### config.mk
export PLATFORM = sky130hd
export DESIGN_NAME = memory_reader
export DESIGN_NICKNAME = d
export VERILOG_FILES = /design/src/rtl/memory_reader.sv
export SDC_FILE = /design/constraint.sdc
export NUM_CORES = 1
export LEC_CHECK = 0
export CAP_MARGIN = 15
export CORE_UTILIZATION = 43
export CTS_CLUSTER_DIAMETER = 200
export CTS_CLUSTER_SIZE = 14
export DETAILED_ROUTE_END_ITERATION = 8
export PLACE_DENSITY = 0.64
export SYNTH_ARGS = -nofsm -noshare
export SYNTH_HDL_FRONTEND = slang
export SYNTH_SLANG_ARGS = --single-unit
### constraint.sdc
create_clock -name clkb -period 2.53 [get_ports clkb]
set_input_delay 0.506 -clock clkb [delete_from_list [all_inputs] [get_ports clkb]]
set_output_delay 0.506 -clock clkb [all_outputs]
set_load 0.01 [all_outputs]
### src/rtl/memory_reader.sv
// Burst reader for BRAM port b: issues credit-limited reads, absorbs the RAM read latency
// and re-times the returning words through a small skid FIFO onto a valid/ready stream.
module memory_reader #(
    parameter int    RAM_WIDTH       = 18,
    parameter int    RAM_DEPTH       = 1024,
    parameter string RAM_PERFORMANCE = "HIGH_PERFORMANCE",
    parameter int    FIFO_DEPTH      = 4,
    localparam int   AW              = $clog2(RAM_DEPTH)
) (
    input  logic                 clkb,
    input  logic                 rstb,
    input  logic                 start,
    input  logic [AW-1:0]        base_addr,
    input  logic [4:0]           nent,
    output logic                 busy,
    output logic                 done,
    output logic [AW-1:0]        addrb,
    output logic                 enb,
    output logic                 regceb,
    input  logic [RAM_WIDTH-1:0] doutb,
    output logic [RAM_WIDTH-1:0] m_data,
    output logic                 m_valid,
    input  logic                 m_ready,
    output logic                 m_last
);

    localparam int L  = (RAM_PERFORMANCE == "LOW_LATENCY") ? 1 : 2;
    localparam int PW = (FIFO_DEPTH > 1) ? $clog2(FIFO_DEPTH) : 1;
    localparam int CW = $clog2(FIFO_DEPTH + 1);

    typedef enum logic [1:0] {StIdle, StRead, StDrain, StFin} state_e;

    state_e          state_q, state_d;
    logic [AW-1:0]   addr_q, addr_d;
    logic [4:0]      remain_q, remain_d;
    logic [1:0]      vld_q, vld_d;
    logic [1:0]      lst_q, lst_d;
    logic [PW-1:0]   wr_ptr_q, wr_ptr_d;
    logic [PW-1:0]   rd_ptr_q, rd_ptr_d;
    logic [CW-1:0]   cnt_q, cnt_d;

    logic [RAM_WIDTH-1:0] fifo_data_q [FIFO_DEPTH];
    logic [FIFO_DEPTH-1:0] fifo_last_q;

    logic       issue;
    logic       credit;
    logic       push;
    logic       push_last;
    logic       pop;
    logic [1:0] inflight;

    // Every word in flight already owns a FIFO slot, so the FIFO can never overflow.
    always_comb begin
        inflight = {1'b0, vld_q[0]} + {1'b0, vld_q[1]};
        credit   = (int'(inflight) + int'(cnt_q)) < FIFO_DEPTH;
        issue    = (state_q == StRead) && credit;
        push      = vld_q[L-1];
        push_last = lst_q[L-1];
        m_valid  = (cnt_q != '0);
        pop      = m_valid && m_ready;
        m_data   = m_valid ? fifo_data_q[rd_ptr_q] : '0;
        m_last   = m_valid && fifo_last_q[rd_ptr_q];
        enb      = issue;
        addrb    = addr_q;
        regceb   = (L == 2) ? vld_q[0] : 1'b0;
    end

    always_comb begin
        vld_d[0] = issue;
        vld_d[1] = (L == 2) ? vld_q[0] : 1'b0;
        lst_d[0] = issue && (remain_q == 5'd1);
        lst_d[1] = (L == 2) ? lst_q[0] : 1'b0;
    end

    always_comb begin
        state_d  = state_q;
        addr_d   = addr_q;
        remain_d = remain_q;
        busy     = 1'b0;
        done     = 1'b0;
        case (state_q)
            StIdle: begin
                if (start) begin
                    if (nent != 5'd0) begin
                        addr_d   = base_addr;
                        remain_d = nent;
                        state_d  = StRead;
                    end else begin
                        state_d = StFin;
                    end
                end
            end
            StRead: begin
                busy = 1'b1;
                if (issue) begin
                    addr_d   = (addr_q == AW'(RAM_DEPTH - 1)) ? '0 : addr_q + 1'b1;
                    remain_d = remain_q - 5'd1;
                    if (remain_q == 5'd1) begin
                        state_d = StDrain;
                    end
                end
            end
            StDrain: begin
                busy = 1'b1;
                if (pop && m_last) begin
                    state_d = StFin;
                end
            end
            StFin: begin
                done    = 1'b1;
                state_d = StIdle;
            end
            default: state_d = StIdle;
        endcase
    end

    always_comb begin
        wr_ptr_d = wr_ptr_q;
        rd_ptr_d = rd_ptr_q;
        cnt_d    = cnt_q;
        if (push) begin
            wr_ptr_d = (wr_ptr_q == PW'(FIFO_DEPTH - 1)) ? '0 : wr_ptr_q + 1'b1;
        end
        if (pop) begin
            rd_ptr_d = (rd_ptr_q == PW'(FIFO_DEPTH - 1)) ? '0 : rd_ptr_q + 1'b1;
        end
        if (push && !pop) begin
            cnt_d = cnt_q + 1'b1;
        end else if (!push && pop) begin
            cnt_d = cnt_q - 1'b1;
        end
    end

    always_ff @(posedge clkb or posedge rstb) begin
        if (rstb) begin
            state_q  <= StIdle;
            addr_q   <= '0;
            remain_q <= '0;
            vld_q    <= '0;
            lst_q    <= '0;
            wr_ptr_q <= '0;
            rd_ptr_q <= '0;
            cnt_q    <= '0;
        end else begin
            state_q  <= state_d;
            addr_q   <= addr_d;
            remain_q <= remain_d;
            vld_q    <= vld_d;
            lst_q    <= lst_d;
            wr_ptr_q <= wr_ptr_d;
            rd_ptr_q <= rd_ptr_d;
            cnt_q    <= cnt_d;
        end
    end

    // Storage needs no reset: the outputs are masked while the FIFO is empty.
    always_ff @(posedge clkb) begin
        if (push) begin
            fifo_data_q[wr_ptr_q] <= doutb;
            fifo_last_q[wr_ptr_q] <= push_last;
        end
    end

endmodule

After elaboration in Yosys (flattened, before gate mapping)
Memories as Yosys holds them, arrays and structs flattened.
Index checks and enable logic that the tools add are counted.
{"block": "word_totals", "reg_bits": 32, "latchBits": 0, "ramBits": 72, "romBits": 0, "inputBits": 37, "out_inout_bits": 34, "word_cells": 81, "memories": 1}
{"block": "classes", "addsub": 8, "mul": 0, "div_mod_pow": 0, "magnitude_cmp": 4, "eq_ne": 12, "shift": 0, "n_mux": 29, "bitwise_logic": 0, "reduce_logical": 18}
{"memory": "fifo_data_q", "words": 4, "word_bits": 18, "read_ports": 1, "rd_ports_with_merged_regs": 0, "write_ports": 1, "line_no": "42", "text": "logic [RAM_WIDTH-1:0] fifo_data_q [FIFO_DEPTH];"}
{"operator": "10-bit two-way mux", "n": 4}
{"operator": "10-bit one-hot mux with 2 select lines", "n": 1}
{"operator": "18-bit two-way mux", "n": 1}
{"operator": "5-bit two-way mux", "n": 3}
{"operator": "2-bit two-way mux", "n": 7}
{"operator": "10-bit by 1-bit adder with 10-bit output, second input constant", "n": 1}
{"operator": "10-bit == test, second input constant", "n": 1}
{"operator": "5-bit one-hot mux with 2 select lines", "n": 1}
{"operator": "2-bit == test, second input constant", "n": 4}
{"operator": "1-bit logical AND", "n": 8}
{"operator": "2-bit != test, second input constant", "n": 4}
{"operator": "2-bit one-hot mux with 4 select lines", "n": 1}
{"operator": "4-bit AND reduction", "n": 2}
{"operator": "2-bit by 3-bit < comparator with 1-bit output, second input constant", "n": 2}
{"operator": "1-bit two-way mux", "n": 6}
{"operator": "3-bit two-way mux", "n": 2}
{"operator": "5-bit by 1-bit == test with 1-bit output, second input constant", "n": 1}
{"operator": "5-bit nonzero test", "n": 1}
{"operator": "5-bit by 1-bit subtractor with 5-bit output, second input constant", "n": 1}
{"operator": "2-bit by 1-bit adder with 2-bit output, second input constant", "n": 2}
{"operator": "2-bit by 3-bit adder with 4-bit output", "n": 1}
{"operator": "4-bit bitwise mux", "n": 1}
{"operator": "4-bit by 3-bit < comparator with 1-bit output, second input constant", "n": 1}
{"operator": "2-bit nonzero test", "n": 2}
{"operator": "12 further kinds", "n": 13}

Longest topological paths before layout
Gate-level depths: netlist of run 1.
{"block": "depth", "word_depth": 6, "depth_mapped": 8, "depth_no_buf": 8}

Worst setup path before layout of run 1
No wires, ideal clock.
{"block": "synth_timing", "kind": "register -> register", "startpoint": "reg cnt_q[1]", "endpoint": "reg cnt_q[2]", "setup_ns": 0.079, "t_arrival_ns": 1.946, "t_required_ns": 2.451, "setup_slack_ns": 0.505, "stages_incl_launch_ff": 9, "path_buffers": 0, "period_less_slack_ns": 2.025, "cell_sequence": "dfrtp_1 or3_1 nand2_1 ha_1 inv_1 fa_1 xor2_1 nor2_1 xor2_1"}
{"block": "synth_via", "elab_chain_len": 5}
{"element": "start, declared", "line_no": "40", "text": "logic [CW-1:0] cnt_q, cnt_d;"}
{"element": "start signal, assigned", "line_no": "152", "text": "cnt_q <= cnt_d;"}
{"element": "parallel branches: the longest is 5 deep, another holds 3-bit by 1-bit subtractor with 3-bit output"}
Parallel ways; which one is timed is not known. The select of a mux whose other input is x is not followed.
A chain may end at the register's enable or synchronous reset.

Worst setup path in the final report of run 1
{"block": "layout_timing", "startpoint": "reg rd_ptr_q[0]", "endpoint": "out m_last"}
{"block": "layout_via", "elab_chain_len": 3}
{"element": "start, declared", "line_no": "39", "text": "logic [PW-1:0] rd_ptr_q, rd_ptr_d;"}
{"element": "start signal, assigned", "line_no": "151", "text": "rd_ptr_q <= rd_ptr_d;"}
{"element": "1-bit binary-select mux with 2-bit select", "line_no": "62", "text": "m_last = m_valid && fifo_last_q[rd_ptr_q];"}
{"element": "1-bit two-way mux (implied by the code)", "line_no": "62"}
{"element": "1-bit logical AND", "line_no": "62"}
{"element": "end, declared", "line_no": "24", "text": "output logic m_last"}
Every way passes these cells. The select of a mux whose other input is x is not followed.

==> results of run 1 <==
==> cell usage after synthesis, types with 2 or more instances <==
| library cell | number |
|---|---|
| a211o_1 | 3 |
| a211oi_1 | 2 |
| a21o_1 | 2 |
| a21oi_1 | 6 |
| a22o_1 | 2 |
| a31oi_1 | 6 |
| and2_1 | 24 |
| and3_1 | 3 |
| buf_2 | 7 |
| clkbuf_1 | 6 |
| dfrtp_1 | 28 |
| edfxtp_1 | 76 |
| ha_1 | 15 |
| inv_1 | 14 |
| mux2_2 | 4 |
| mux4_2 | 19 |
| nand2_1 | 9 |
| nand2b_1 | 3 |
| nand3_1 | 9 |
| nand4_1 | 2 |
| nor2_1 | 9 |
| nor2b_1 | 3 |
| nor3_1 | 4 |
| nor3b_1 | 2 |
| o211ai_1 | 4 |
| o21ai_0 | 10 |
| o22ai_1 | 3 |
| o2bb2ai_1 | 3 |
| or3_1 | 5 |
| xor2_1 | 2 |
==> path summary, 6_finish.rpt <==
path	to	slack (ps)
setup reg to reg	cnt_q[2]$_DFFE_PP0P_	390
max in group asynchronous	rd_ptr_q[0]$_DFFE_PP0P_	1740
setup / recovery	m_last	100
min in group asynchronous	addrb[0]$_DFFE_PP0P_	490
hold / removal	lst_q[1]$_DFF_PP0_	360
hold reg to reg	lst_q[1]$_DFF_PP0_	360
==> state kept, by name, summed over array words and instances (netlist names) <==
name,cells
vld_q,2
fifo_last_q,4
lst_q,2
rd_ptr_q,2
addrb,10
state_q,2
remain_q,5
fifo_data_q,72
cnt_q,3
wr_ptr_q,2
==> worst register-to-register path: stages (launching register included) <==
cell     delay [ps]
dfrtp_2         460
or3_4           420
nand2_1         150
ha_1            210
inv_1            60
fa_1            370
xor2_1          150
nor2_1          110
xor2_1          150
==> cell families (layout without fill, tap and decap cells) <==
kind of cell,after synthesis,in the layout
simple gates,76,76
mux,24,24
fa+ha+maj,16,16
xor+xnor,3,3
compound gates,52,52
buf+inv,28,124
flops,104,104
==> where the power goes <==
part,internal [mW],switching [mW]
clock,0.487,0.618
combinational,1.77,1.57
sequential,2.25,0.293
total,4.51,2.48
==> timing repair <==
item / in CTS / in global routing
endpoints found under the setup margin: 20 / 15
hold endpoints to repair: 0 / 0
gates cloned: 0 / 1
pin swaps: 0 / 0
buffers inserted: 5 / 1
hold buffers: 0 / 0
gates resized for setup: 23 / 18
==> layout make-up <==
type | count | area (um2) | share of cell area [%]
sequential | 104 | 2985 | 50.85
multi-input combinational | 171 | 1523 | 25.94
timing repair buffer | 94 | 923.4 | 15.73
tap | 136 | 170.2 | 2.899
clock buffer | 9 | 123.9 | 2.110
clock inverter | 7 | 92.59 | 1.577
inverter | 14 | 52.55 | 0.8951
==> through the flow <==
stage / instance area, um2 / TNS [ps] / hold WS, ps / worst slack [ps]
final: 5871 / 0 / 356.6 / 97.59
after floorplan: 4619 / 0 / 331.2 / 504.8
after detailed placement: 5557 / 0 / 334.7 / 244.2
after global routing: 5871 / 0 / 370.9 / 18.46
after CTS: 5826 / -1242 / 359.1 / -140.8
after global placement: 5557 / 0 / 336.2 / 259.6
==> routing by layer <==
metal	vias to the layer above	routed length (um)
li1	1348	-
met1	1393	3987
met2	69	4456
met3	12	333
met4	0	147
met5	-	0
==> summary by stage, run 1 <==
Run status
The flow ran to the end, and the final reports show no timing, DRC or antenna violations.

Drt
For this block, the via count after detailed routing is 2822. The detail-routed via count per cell is 5.275. The count of nets left with antenna violations after detail routing is 0. The number of design rule violations left after detail routing is 0. The first detailed-routing pass ran for 4 iterations.

The total routed wirelength is 8.925 mm. The detailed router's first-iteration violation count is 134. The average wire length per cell after detail routing is 16.68 um.

Synthesis
Each instance of the synthesized netlist takes up on average 15.25 um2. edfxtp_1 takes more of the synthesized area than any other cell. The cell count after synthesis is 303. The mux contribution to synthesized area is 10.46%. The area share of the largest cell type after synthesis is 49.40%. Synthesis inferred 104 register bits. The total number of yosys warnings is 0. The area share of and/or/nand/nor cells after synthesis is 9.101%.

The number of different library cells in the post-synthesis netlist is 48. The share of the synthesized area in compound gates (AO/OA/AOI/OAI) is 8.180%. Of the total synthesized cell area, the portion taken by XOR and XNOR cells is 0.5688%. The sequential element share of the synthesized area is 64.57%. When the netlist entered floorplanning its net count stood at 356.

Sorting the synthesized cells by area gives the leading types as edfxtp_1 (49%), dfrtp_1 (15%), mux4_2 (9.3%). The most instantiated flip-flop cell in the synthesis netlist is edfxtp_1. By area, the combinational part of the netlist is dominated by multiplexers. Of all flip-flops after synthesis, the portion carrying an async set or reset was 26.92%. Counting flops with a built-in enable in the synthesized netlist gives 76.

The adder and majority cell fraction of the synthesized area is 4.496%. The total standard cell area after synthesis is 4619 um2.

STA
The transition at the pin with the smallest max-transition slack is 622.7 ps. The routed design could run at a clock period as short as 2432 ps. In the finished design, the share of the clock period the worst path needs comes to 96.14%. For this run, the top clock speed supported by timing is 411.1 MHz. The largest clock skew in the final design is 12.48 ps. The setup violation total in the final timing report is 0. The number of endpoints with negative hold slack in the final report was 0.

The headroom to the max-slew limit is 58.30%. The final max-slew violation count is 0. Setup repair after global routing left no endpoint under its margin.

Critical path
The longest individual stage delay on the worst path is 500 ps. The endpoint required time on the critical path is 2020 ps. Counting buffers and inverters, the worst setup path is 4 cells deep. The slowest stage of the critical path is the mux4_2 cell. The number of cell instances on the worst register-to-register path is 8. The number of buffer and inverter instances along the worst setup path is 2. The worst setup path is captured at a primary output. STA puts the critical path data arrival time at 1930 ps.

The maximum net fanout on the critical path is 4. Traced cell by cell, the critical path runs through buf_6 -> mux4_2 -> and2_1 -> dlygate4sd2_1. The type of origin of the critical path is a flip-flop. The critical path class is reg2out. The family of cells with the greatest summed delay on the critical path is multiplexers. The startpoint of the most critical register-to-register path is cnt_q[1]$_DFFE_PP0P_. The most critical setup path has its startpoint at rd_ptr_q[0]$_DFFE_PP0P_.

Hold path
The cell depth of the worst min-delay path is 0. The min-delay analysis places its worst path in the category reg2reg. The worst hold path startpoint is lst_q[0]$_DFF_PP0_.

Floorplan
The floorplan has 37 rows. The die boundary height is 105.6 um. The die boundary width is 105.6 um.

The die covers 11160 um2. During I/O placement, the number of pins put on the boundary was 71. The initial cell density of the core is 44.55%. The core area is 10370 um2.

GRT
In the global route stage, met2 resource usage came out at 28.24%. The total grt overflow is 0. The number of global-route vias before repair came to 2870.

The first global-routing pass estimated 14.59 mm of wire. Entering global routing, the biggest net connects 29 pins. The global router's overall resource usage is 17.38%. Global routing used 22.66% of the available met1 tracks. The met3 global-route usage is 3.154%. The initial antenna violation count is 0. The peak-usage layer in the global routing report is met2.

Clock tree
At the later pin of the worst-skew pair, clock insertion delay measures 370 ps. Clock tree synthesis selected as its root buffer the cell clkbuf_8. Clock-pin slew was measured on the worst setup and hold paths at 100 ps.

The level count of the clock H-tree is 3. The maximum number of buffers from clock root to sink is 2. The CTS buffer count is 9.

The number of sinks driven by the clock tree is 104. The TritonCTS clock tree is built.

Power and ir drop
In this run the power density over the cells is 1190 nW/um2. In this run the static leakage power is 2.274 nW. The post-route total power is 6.986 mW. The worst supply voltage drop on vdd is 589.3 uV.

Layout
In the final layout, the share of cells above drive strength 1 is 18.55%. Once layout is complete, the cells apart from fillers number 535. The area added between synthesis and finish is 27.09%. For this run, the share of the core covered by cells in the final layout is 56.61%. The fill cell instance count of the final layout is 855. The most common cell after layout, fill and taps aside is edfxtp_1. For this run, the post-layout net count is 447. In the layout the commonest cells are edfxtp_1 (76), clkdlybuf4s50_1 (50), dfrtp_1 (26). The number of antenna diodes in the final layout is 0.

Placement
Routability-driven placement finished with a final weighted congestion of 0.8204. In this run the tool buffered the top-level ports with 70 buffer cells. Once detailed placement completed, the half-perimeter wirelength came to 6.076 mm. The count of placed standard cells including taps is 513.

Job
The max capacitance violation total is 0.
No activity file was read; power rests on OpenSTA's default activity.
==> run 2: changes to the inputs <==
clock period = 3.05 ns   (was 2.53 ns; I/O delays follow)
==> summary by stage, run 2 (synthesized netlist as in run 1, its figures left out) <==
Run status
Outcome: complete, no violations (unchanged).

Layout
The most common cell after layout, fill and taps aside is edfxtp_1 (unchanged). The largest register by flop count is fifo_data_q (unchanged). The number of antenna cells inserted is 0 (unchanged).

The flip-flop count of the largest register after layout is 72 (unchanged). The final net count was 435 (was 447). The sequential cell area was 2983 um2 (was 2985 um2).

Highest-count cells in the layout ignoring fill and taps: edfxtp_1 (76), clkdlybuf4s50_1 (70), dfrtp_1 (28) (was edfxtp_1 (76), clkdlybuf4s50_1 (50), dfrtp_1 (26)). The footprint of the multi-input gates is 1515 um2 (was 1523 um2). The area added between synthesis and finish is 22.97% (was 27.09%). The fill cell instance count of the final layout came to 861 (was 855). The fraction of final layout cells sized beyond drive strength 1 came to 13.18% (was 18.55%).

Drt
The average wire length per cell after detail routing is 16.60 um (was 16.68 um). The count of nets left with antenna violations after detail routing is 0 (unchanged). The detailed router's first-iteration violation count is 168 (was 134). The first-pass iteration count of the detailed router was 4 (unchanged).

The number of design rule violations left after detail routing is 0 (unchanged). The detail-routed via count per cell is 5.335 (was 5.275). The detailed-route via count is 2790 (was 2822). The total routed wirelength is 8.684 mm (was 8.925 mm).

Placement
The count of input and output buffers is 70 (unchanged). The worst setup slack before clock tree synthesis is 438.5 ps (was 244.2 ps). The final HPWL from detailed placement is 5.870 mm (was 6.076 mm). The last weighted congestion value of the routability-driven placer is 0.7915 (was 0.8204).

GRT
The fraction of met2 tracks used by global routing is 28.15% (was 28.24%). The pin count of the biggest net entering global routing is 29 (unchanged). The number of global-route vias before repair is 2805 (was 2870). The initial antenna violation count is 0 (unchanged). The global router's overall resource usage is 16.63% (was 17.38%).

The first-pass GRT wire length is 13.99 mm (was 14.59 mm). The total grt overflow is 0 (unchanged). The peak-usage layer in the global routing report is met2 (unchanged). The global-route met1 utilization came to 20.93% (was 22.66%).

The met3 global-route usage came to 2.659% (was 3.154%).

Power and ir drop
The net switching share of the total power is 35.03% (was 35.44%). The design internal power is 3.610 mW (was 4.511 mW). The share of total power in sequential cells is 37.8% (was 36.4%).

The worst supply voltage drop on vdd came to 455.7 uV (was 589.3 uV). The power dissipated by switching net loads was 1.946 mW (was 2.476 mW). The power density of the placed cells was 978.1 nW/um2 (was 1190 nW/um2). The clock network power share is 13.8% (was 15.8%). The share of total power in combinational logic was 48.4% (was 47.8%).

The static power due to leakage is 2.058 nW (was 2.274 nW).

Clock tree
The post-CTS setup buffer count is 0 (was 5). The post-cts hold buffer count came to 0 (unchanged). The post-CTS clock slew at the launch and capture registers of the worst setup and hold paths is 80 ps (was 100 ps).

The CTS buffer count is 9 (unchanged). The total of cells resized after clock tree synthesis came to 0 (was 23). The number of sinks driven by the clock tree is 104 (unchanged). The clock latency on the worst-skew pair came to 360 ps (was 370 ps). The maximum number of buffers from clock root to sink was 2 (unchanged). The cell at the root of the clock tree was clkbuf_8 (unchanged). The TritonCTS clock tree is built (unchanged). The level count of the clock H-tree was 3 (unchanged).

STA
The final max-slew violation count is 0 (unchanged). The worst setup margin came to 186.6 ps (was 97.59 ps). The setup violation total in the final timing report is 0 (unchanged). The worst path uses 93.88% of the clock period. The transition at the pin with the smallest max-transition slack is 922.6 ps (was 622.7 ps). The headroom to the max-slew limit was 38.22% (was 58.30%). The largest clock skew in the final design came to 7.504 ps (was 12.48 ps). The number of endpoints with negative hold slack in the final report is 0 (unchanged). Unrepaired setup endpoints after global routing: no (unchanged). The routed design could run at a clock period as short as 2863 ps. Static timing analysis puts the maximum clock frequency at 349.2 MHz. The final sum of negative setup slack is 0 ps (unchanged).

Floorplan
The total die area is 11160 um2 (unchanged). The die boundary width was 105.6 um (unchanged). The initial cell density of the core came to 44.55% (unchanged). The core area was 10370 um2 (unchanged).

The die boundary height was 105.6 um (unchanged). The row count was 37 (unchanged). The total I/O pin count is 71 (unchanged).

Hold path
The kind of path behind the tightest hold check was reg2reg (unchanged).

Job
The max capacitance violation total is 0 (unchanged).

Critical path
The endpoint required time on the critical path was 2440 ps (was 2020 ps). The kind of end point of the critical path is a primary output (unchanged). The maximum net fanout on the critical path is 22 (was 4).

The data arrival time of the critical path is 2250 ps (was 1930 ps). The critical path class is reg2out (unchanged). The type of origin of the critical path is a flip-flop (unchanged).
run 2: cell types whose count changed in the layout (fill, tap and decap cells not counted), sizes merged:
cell / delta
inv: -4
clkinv: -1
dlymetal6s2s: -9
clkbuf: +4
clkinvlp: +1
bufinv: -1
clkdlybuf4s50: +20
dlygate4sd2: -8
buf: -14
run 2: through the flow:
step / power, mW / instances / utilization [%] / hold slack, ps / area [um2]
floorplan: 3.787 / 303 / - / 331.2 / 4619
finish: 5.556 / 523 / 54.78 / 355.5 / 5680
global placement: 4.801 / 507 / 53.15 / 336.5 / 5512
detailed placement: 4.840 / 507 / 53.15 / 337.9 / 5512
CTS: 5.612 / 523 / 54.78 / 356.8 / 5680
global route: 5.949 / 523 / 54.78 / 360.5 / 5680
run 2: metal layers:
metal | wire [um] | vias up
li1 | - | 1325
met1 | 3914 | 1384
met2 | 4209 | 69
met3 | 397 | 12
met4 | 162 | 0
met5 | 0 | -
run 2: area by class of cell:
class                   count  share of cell area [%]
clock buffers              14                   2.687
clock inverters             2                  0.2863
inverters                  14                  0.9251
multi-input cells         171                   26.67
flip-flops and latches    104                   52.51
well taps                 136                   2.996
repair buffers             82                   13.92
run 2: power by group through the flow:
stage	logic, mW	registers (mW)	clock network [mW]
5_1_grt	2.96	2.15	0.841
4_1_cts	2.72	2.10	0.790
3_3_place_gp	2.68	2.12	0
6_report	2.69	2.10	0.766
2_1_floorplan	1.68	2.10	0
3_5_place_dp	2.71	2.13	0
run 2: critical path, cell delays in order (launching register included):
cell and delay (ps):
dfrtp_1 440, or3_1 700, and2_1 280, clkdlybuf4s50_1 470
run 2: path summary, 6_finish.rpt:
path / from / endpoint / slack (ps) / cells after the start
worst max-delay path: cnt_q[1]$_DFFE_PP0P_ / m_last / 190 / 3
worst min-delay path: lst_q[0]$_DFF_PP0_ / lst_q[1]$_DFF_PP0_ / 360 / 0
worst max register to register: cnt_q[1]$_DFFE_PP0P_ / cnt_q[2]$_DFFE_PP0P_ / 470 / 8
worst min register to register: lst_q[0]$_DFF_PP0_ / lst_q[1]$_DFF_PP0_ / 360 / 0
max in group asynchronous: rstb / lst_q[0]$_DFF_PP0_ / 2170 / 3
min in group asynchronous: rstb / wr_ptr_q[1]$_DFFE_PP0P_ / 600 / 3
==> run 3: changes to the inputs <==
HOLD_SLACK_MARGIN = 0.05   (was not set)
==> results of run 3 <==
Final layout, timing and power as in run 2 (identical DEF).
==> variant 1, RTL diff (config.mk and constraints of run 2) <==
Take the reset off `addr_q` and load it in a clocked block of its own.
--- a/src/rtl/memory_reader.sv
+++ b/src/rtl/memory_reader.sv
@@ -135,5 +135,4 @@
         if (rstb) begin
             state_q  <= StIdle;
-            addr_q   <= '0;
             remain_q <= '0;
             vld_q    <= '0;
@@ -144,5 +143,4 @@
         end else begin
             state_q  <= state_d;
-            addr_q   <= addr_d;
             remain_q <= remain_d;
             vld_q    <= vld_d;
@@ -152,4 +150,8 @@
             cnt_q    <= cnt_d;
         end
+    end
+
+    always_ff @(posedge clkb) begin
+        addr_q <= addr_d;
     end
 
Behaviour: not the same (a bounded check fails within 4 cycles, from zero or initial values and one cycle with rstb high).
==> variant 1 against run 2 <==
  * Sequential cell count stayed put
  * Critical path type unchanged
  * Clock skew up 0.0059 ns
  * Sequential share of layout area rose by 0.82 points
  * Final area is 0.11% higher
  * Fmax decreased by 1.9%
  * Worst hold slack better by 0.0036 ns
  * Routed wire length down 6.1%
  * Synthesized area down 0.62%
  * Worst setup slack lost 0.055 ns
  * Non-clock buffer count down 3
Power is not compared: it rests on default switching activity, and its combinational part moved more than twofold at a synthesized area within 25%.
==> variant 1: results (changes against run 2) <==
| Metric | Value |
|---|---|
| Reg2reg setup slack | 0.89 ns (+0.42 ns) |
| Routed WL | 8.15 mm (-6.1%) |
| Register area share after synthesis | 66.1% (+1.5 points) |
| Setup crit end | enb |
| FF-to-FF Start | cnt_q[0] |
| Met1 WL | 3.74 mm (-4.4%) |
| Global-route wire length before repair | 13.4 mm (-4.0%) |
| M2 GR Usage | 26.1% (-2.0 points) |
| Yosys top cell area share | 56.3% (+6.9 points) |
| Pre-CTS setup slack | 0.530 ns (+0.0916 ns) |
| Worst R2R Path Depth | 4 (-4) |
| Slew HR | 50.8% (+13 points) |
| HPWL Detailed | 5.43 mm (-7.5%) |
| Met1 usage | 21.2% (+0.24 points) |
| WP data arrival | 2.31 ns (+0.06 ns) |
| Via count | 2651 (-5.0%) |
| DR WL met3 | 368 µm (-7.3%) |
| Critical path's top delay family | buffers and inverters |
| GPL Wtd Cong | 0.781 (-1.3%) |
| Commonest cells post-synth | edfxtp_1, and2_1, mux4_2 |
| GRT Overall Usage | 15.9% (-0.70 points) |
| Met2 Routed Length | 3.96 mm (-6.0%) |
| Initial drt markers | 94 (-44%) |
| Final worst setup slack | 0.132 ns (-0.0550 ns) |
| Run status | finished, final reports clean |
| Master of the slowest instance on the critical path | clkdlybuf4s50_1 |
| Area contributors post-synth | edfxtp_1, dfrtp_1, mux4_2 |
| Async S/R FF share, synth | 17.3% (-9.6 points) |
==> variant 1: worst min path at each step <==
stage | endpoint | startpoint | cells after the start | slack (ns)
2_1_floorplan | lst_q[1] | lst_q[0] | 0 | 0.33
3_5_place_dp | lst_q[1] | lst_q[0] | 0 | 0.34
5_1_grt | lst_q[1] | lst_q[0] | 0 | 0.37
4_1_cts | lst_q[1] | lst_q[0] | 0 | 0.36
3_3_place_gp | lst_q[1] | lst_q[0] | 0 | 0.33
6_report | lst_q[1] | lst_q[0] | 0 | 0.36
==> variant 1: logic make-up (layout without fill, tap and decap cells) <==
family | after synthesis | after routing | share of synthesized area (%)
flops | 104 | 104 | 66.1
simple gates | 68 | 68 | 8.23
mux | 24 | 24 | 10.5
fa+ha+maj | 16 | 16 | 4.52
buf+inv | 23 | 108 | 2.04
xor+xnor | 10 | 10 | 1.91
compound gates | 38 | 38 | 6.76
==> variant 1: worst register-to-register path, delay by kind of cell, from the launching register on <==
kind,cells,cell delay (ns)
AO/OA/AOI/OAI,2,0.84
AND/OR/NAND/NOR,1,0.18
adder cells (fa/ha/maj),1,0.32
flip-flops,1,0.46
==> variant 1: metrics by stage <==
step,cells,cell area (µm²),power [µW]
CTS,504,5690,2410
detailed placement,488,5510,1640
global route,504,5690,2470
global placement,488,5510,1640
floorplan,283,4590,1580
finish,504,5690,2380
==> variant 1: layout make-up <==
cell class / count / area (µm²) / area share [%]
clock buffers: 9 / 124 / 2.18
repair buffers: 79 / 793 / 13.9
multi-input cells: 156 / 1460 / 25.7
well taps: 136 / 170 / 2.99
inverters: 13 / 48.8 / 0.858
clock inverters: 7 / 53.8 / 0.946
flip-flops and latches: 104 / 3030 / 53.3
==> variant 2, RTL diff (settings of run 2) <==
Made on the original files. The parameter `RAM_WIDTH` goes from 18 to 36.
--- a/src/rtl/memory_reader.sv
+++ b/src/rtl/memory_reader.sv
@@ -2,5 +2,5 @@
 // and re-times the returning words through a small skid FIFO onto a valid/ready stream.
 module memory_reader #(
-    parameter int    RAM_WIDTH       = 18,
+    parameter int    RAM_WIDTH       = 36,
     parameter int    RAM_DEPTH       = 1024,
     parameter string RAM_PERFORMANCE = "HIGH_PERFORMANCE",
Interface: changed (resized doutb and m_data); port bits go from 71 to 107. No check against the original RTL was run, so the function may have changed too.
==> variant 2 against run 2 <==
  * Synthesized area rose by 59%
  * Fmax fell by 1.7%
  * Routed wire length rose by 64%
  * Sequential cell count rose by 72
  * Total power rose by 71%
  * Combinational power rose by 44%
  * Largest power group unchanged
  * Highest routed layer unchanged
  * Worst setup slack got worse by 0.049 ns
  * Critical endpoint is now m_data[0]
  * Final area rose by 65%
==> variant 2: results (changes against run 2) <==
| Metric | Value |
|---|---|
| IO Port Bufs | 106 (+51%) |
| Multi-input combinational area share | 21.8% (-4.9 points) |
| Non-Filler Instances | 770 (+47%) |
| Well Taps | 220 (+62%) |
| NetSw | 2950 µW (+52%) |
| Post-synthesis cell type count | 50 (+4.2%) |
| Placed instance count | 739 (+46%) |
| Max FFs per register | 144 (+100%) |
| Clk cell area share | 6.32% (+3.3 points) |
| Non-clock buffer count in the final layout | 123 (+50%) |
| Filler cell count | 1262 (+47%) |
| HPWL Detailed | 9.32 mm (+59%) |
| Master of the slowest instance on the critical path | clkdlybuf4s50_1 |
| Total setup buffers inserted after CTS | 1 (+1) |
| GRT Overall Usage | 17.2% (+0.59 points) |
| Area Growth Syn to Fin | 27.5% |
| Maximum VDD drop | 0.000497 V (+9.0%) |
| # H-tree levels | 4 (+1) |
| Critical path's top delay family | buffers and inverters |
| Pre-CTS setup slack | 0.293 ns (-0.145 ns) |
| Clk root buf | clkbuf_16 |
| Drt via density | 5.31 (-0.55%) |
| Share of cells above drive strength 1 | 17.8% (+4.6 points) |
| EDFF count, synth | 148 (+95%) |
| Nets | 610 (+40%) |
| Worst skew pair latency | 0.42 ns (+0.06 ns) |
| Global-route wire length before repair | 22.7 mm (+62%) |
| Inverters | 14 (unchanged) |
| FF/Latch Area | 5150 µm² (+73%) |
| Max FO, Critical Path | 37 (+68%) |
| Comb. pwr | 3880 µW (+44%) |
| Vias in the first global route | 4291 (+53%) |
| CP max stage delay | 0.48 ns (-0.22 ns) |
| GPL Wtd Cong | 0.816 (+3.1%) |
| Multi-input comb cells | 207 (+21%) |
| Largest net degree at the start of global routing | 38 (+31%) |
| Clock skew | 0.00514 ns (-0.00237 ns) |
| Cts repair resizes | 1 (+1) |
| WL/cell | 18.5 µm (+11%) |
| Layout non-clock buf frac | 13.3% (-0.67 points) |
| Seq_cells | 176 (+69%) |
| WP data arrival | 2.30 ns (+0.05 ns) |
| Area contributors post-synth | edfxtp_1, mux4_2, dfrtp_1 |
| Slew HR | 44.4% (+6.2 points) |
| Cell Area, Placed | 8730 µm² (+58%) |
| Run status | finished, final reports clean |
| Clkbuf count | 17 (+3) |
| Synthesized instance count | 417 (+38%) |
| Pleak | 0.00324 µW (+58%) |
| Initial drt markers | 255 (+52%) |
| Syn Nets | 488 (+37%) |
| Sequential cell fraction of total power | 36.3% (-1.5 points) |
| Async S/R FF share, synth | 15.9% (-11 points) |
| Register area share after synthesis | 70.2% (+5.6 points) |
| Sw frac | 31.1% (-3.9 points) |
| Worst-path clk slew | 0.06 ns (-0.02 ns) |
==> variant 2: kinds of logic after synthesis <==
kind of cell	after synthesis	share of synthesized area (%)
XOR/XNOR	3	0.359
buffers and inverters	34	2.07
adder cells (fa/ha/maj)	16	2.83
AO/OA/AOI/OAI	52	5.16
multiplexers	42	12.1
flip-flops	176	70.2
AND/OR/NAND/NOR	94	7.27
==> variant 2: path summary, 6_finish.rpt <==
check	start	endpoint	slack, ns	cells past startpoint
max	cnt_q[1]	m_data[0]	0.14	4
min	lst_q[0]	lst_q[1]	0.36	0
max reg2reg	cnt_q[1]	cnt_q[2]	0.81	8
min reg2reg	lst_q[0]	lst_q[1]	0.36	0
max in group asynchronous	rstb	rd_ptr_q[0]	1.76	2
min in group asynchronous	rstb	addrb[8]	0.67	2
==> variant 2: layer usage <==
layer | track usage (%) | part of all wire, %
met4 | 6.07 | 0.99
met2 | 29.2 | 52
met3 | 4.60 | 4.4
met1 | 21.3 | 43
met5 | 0 | 0
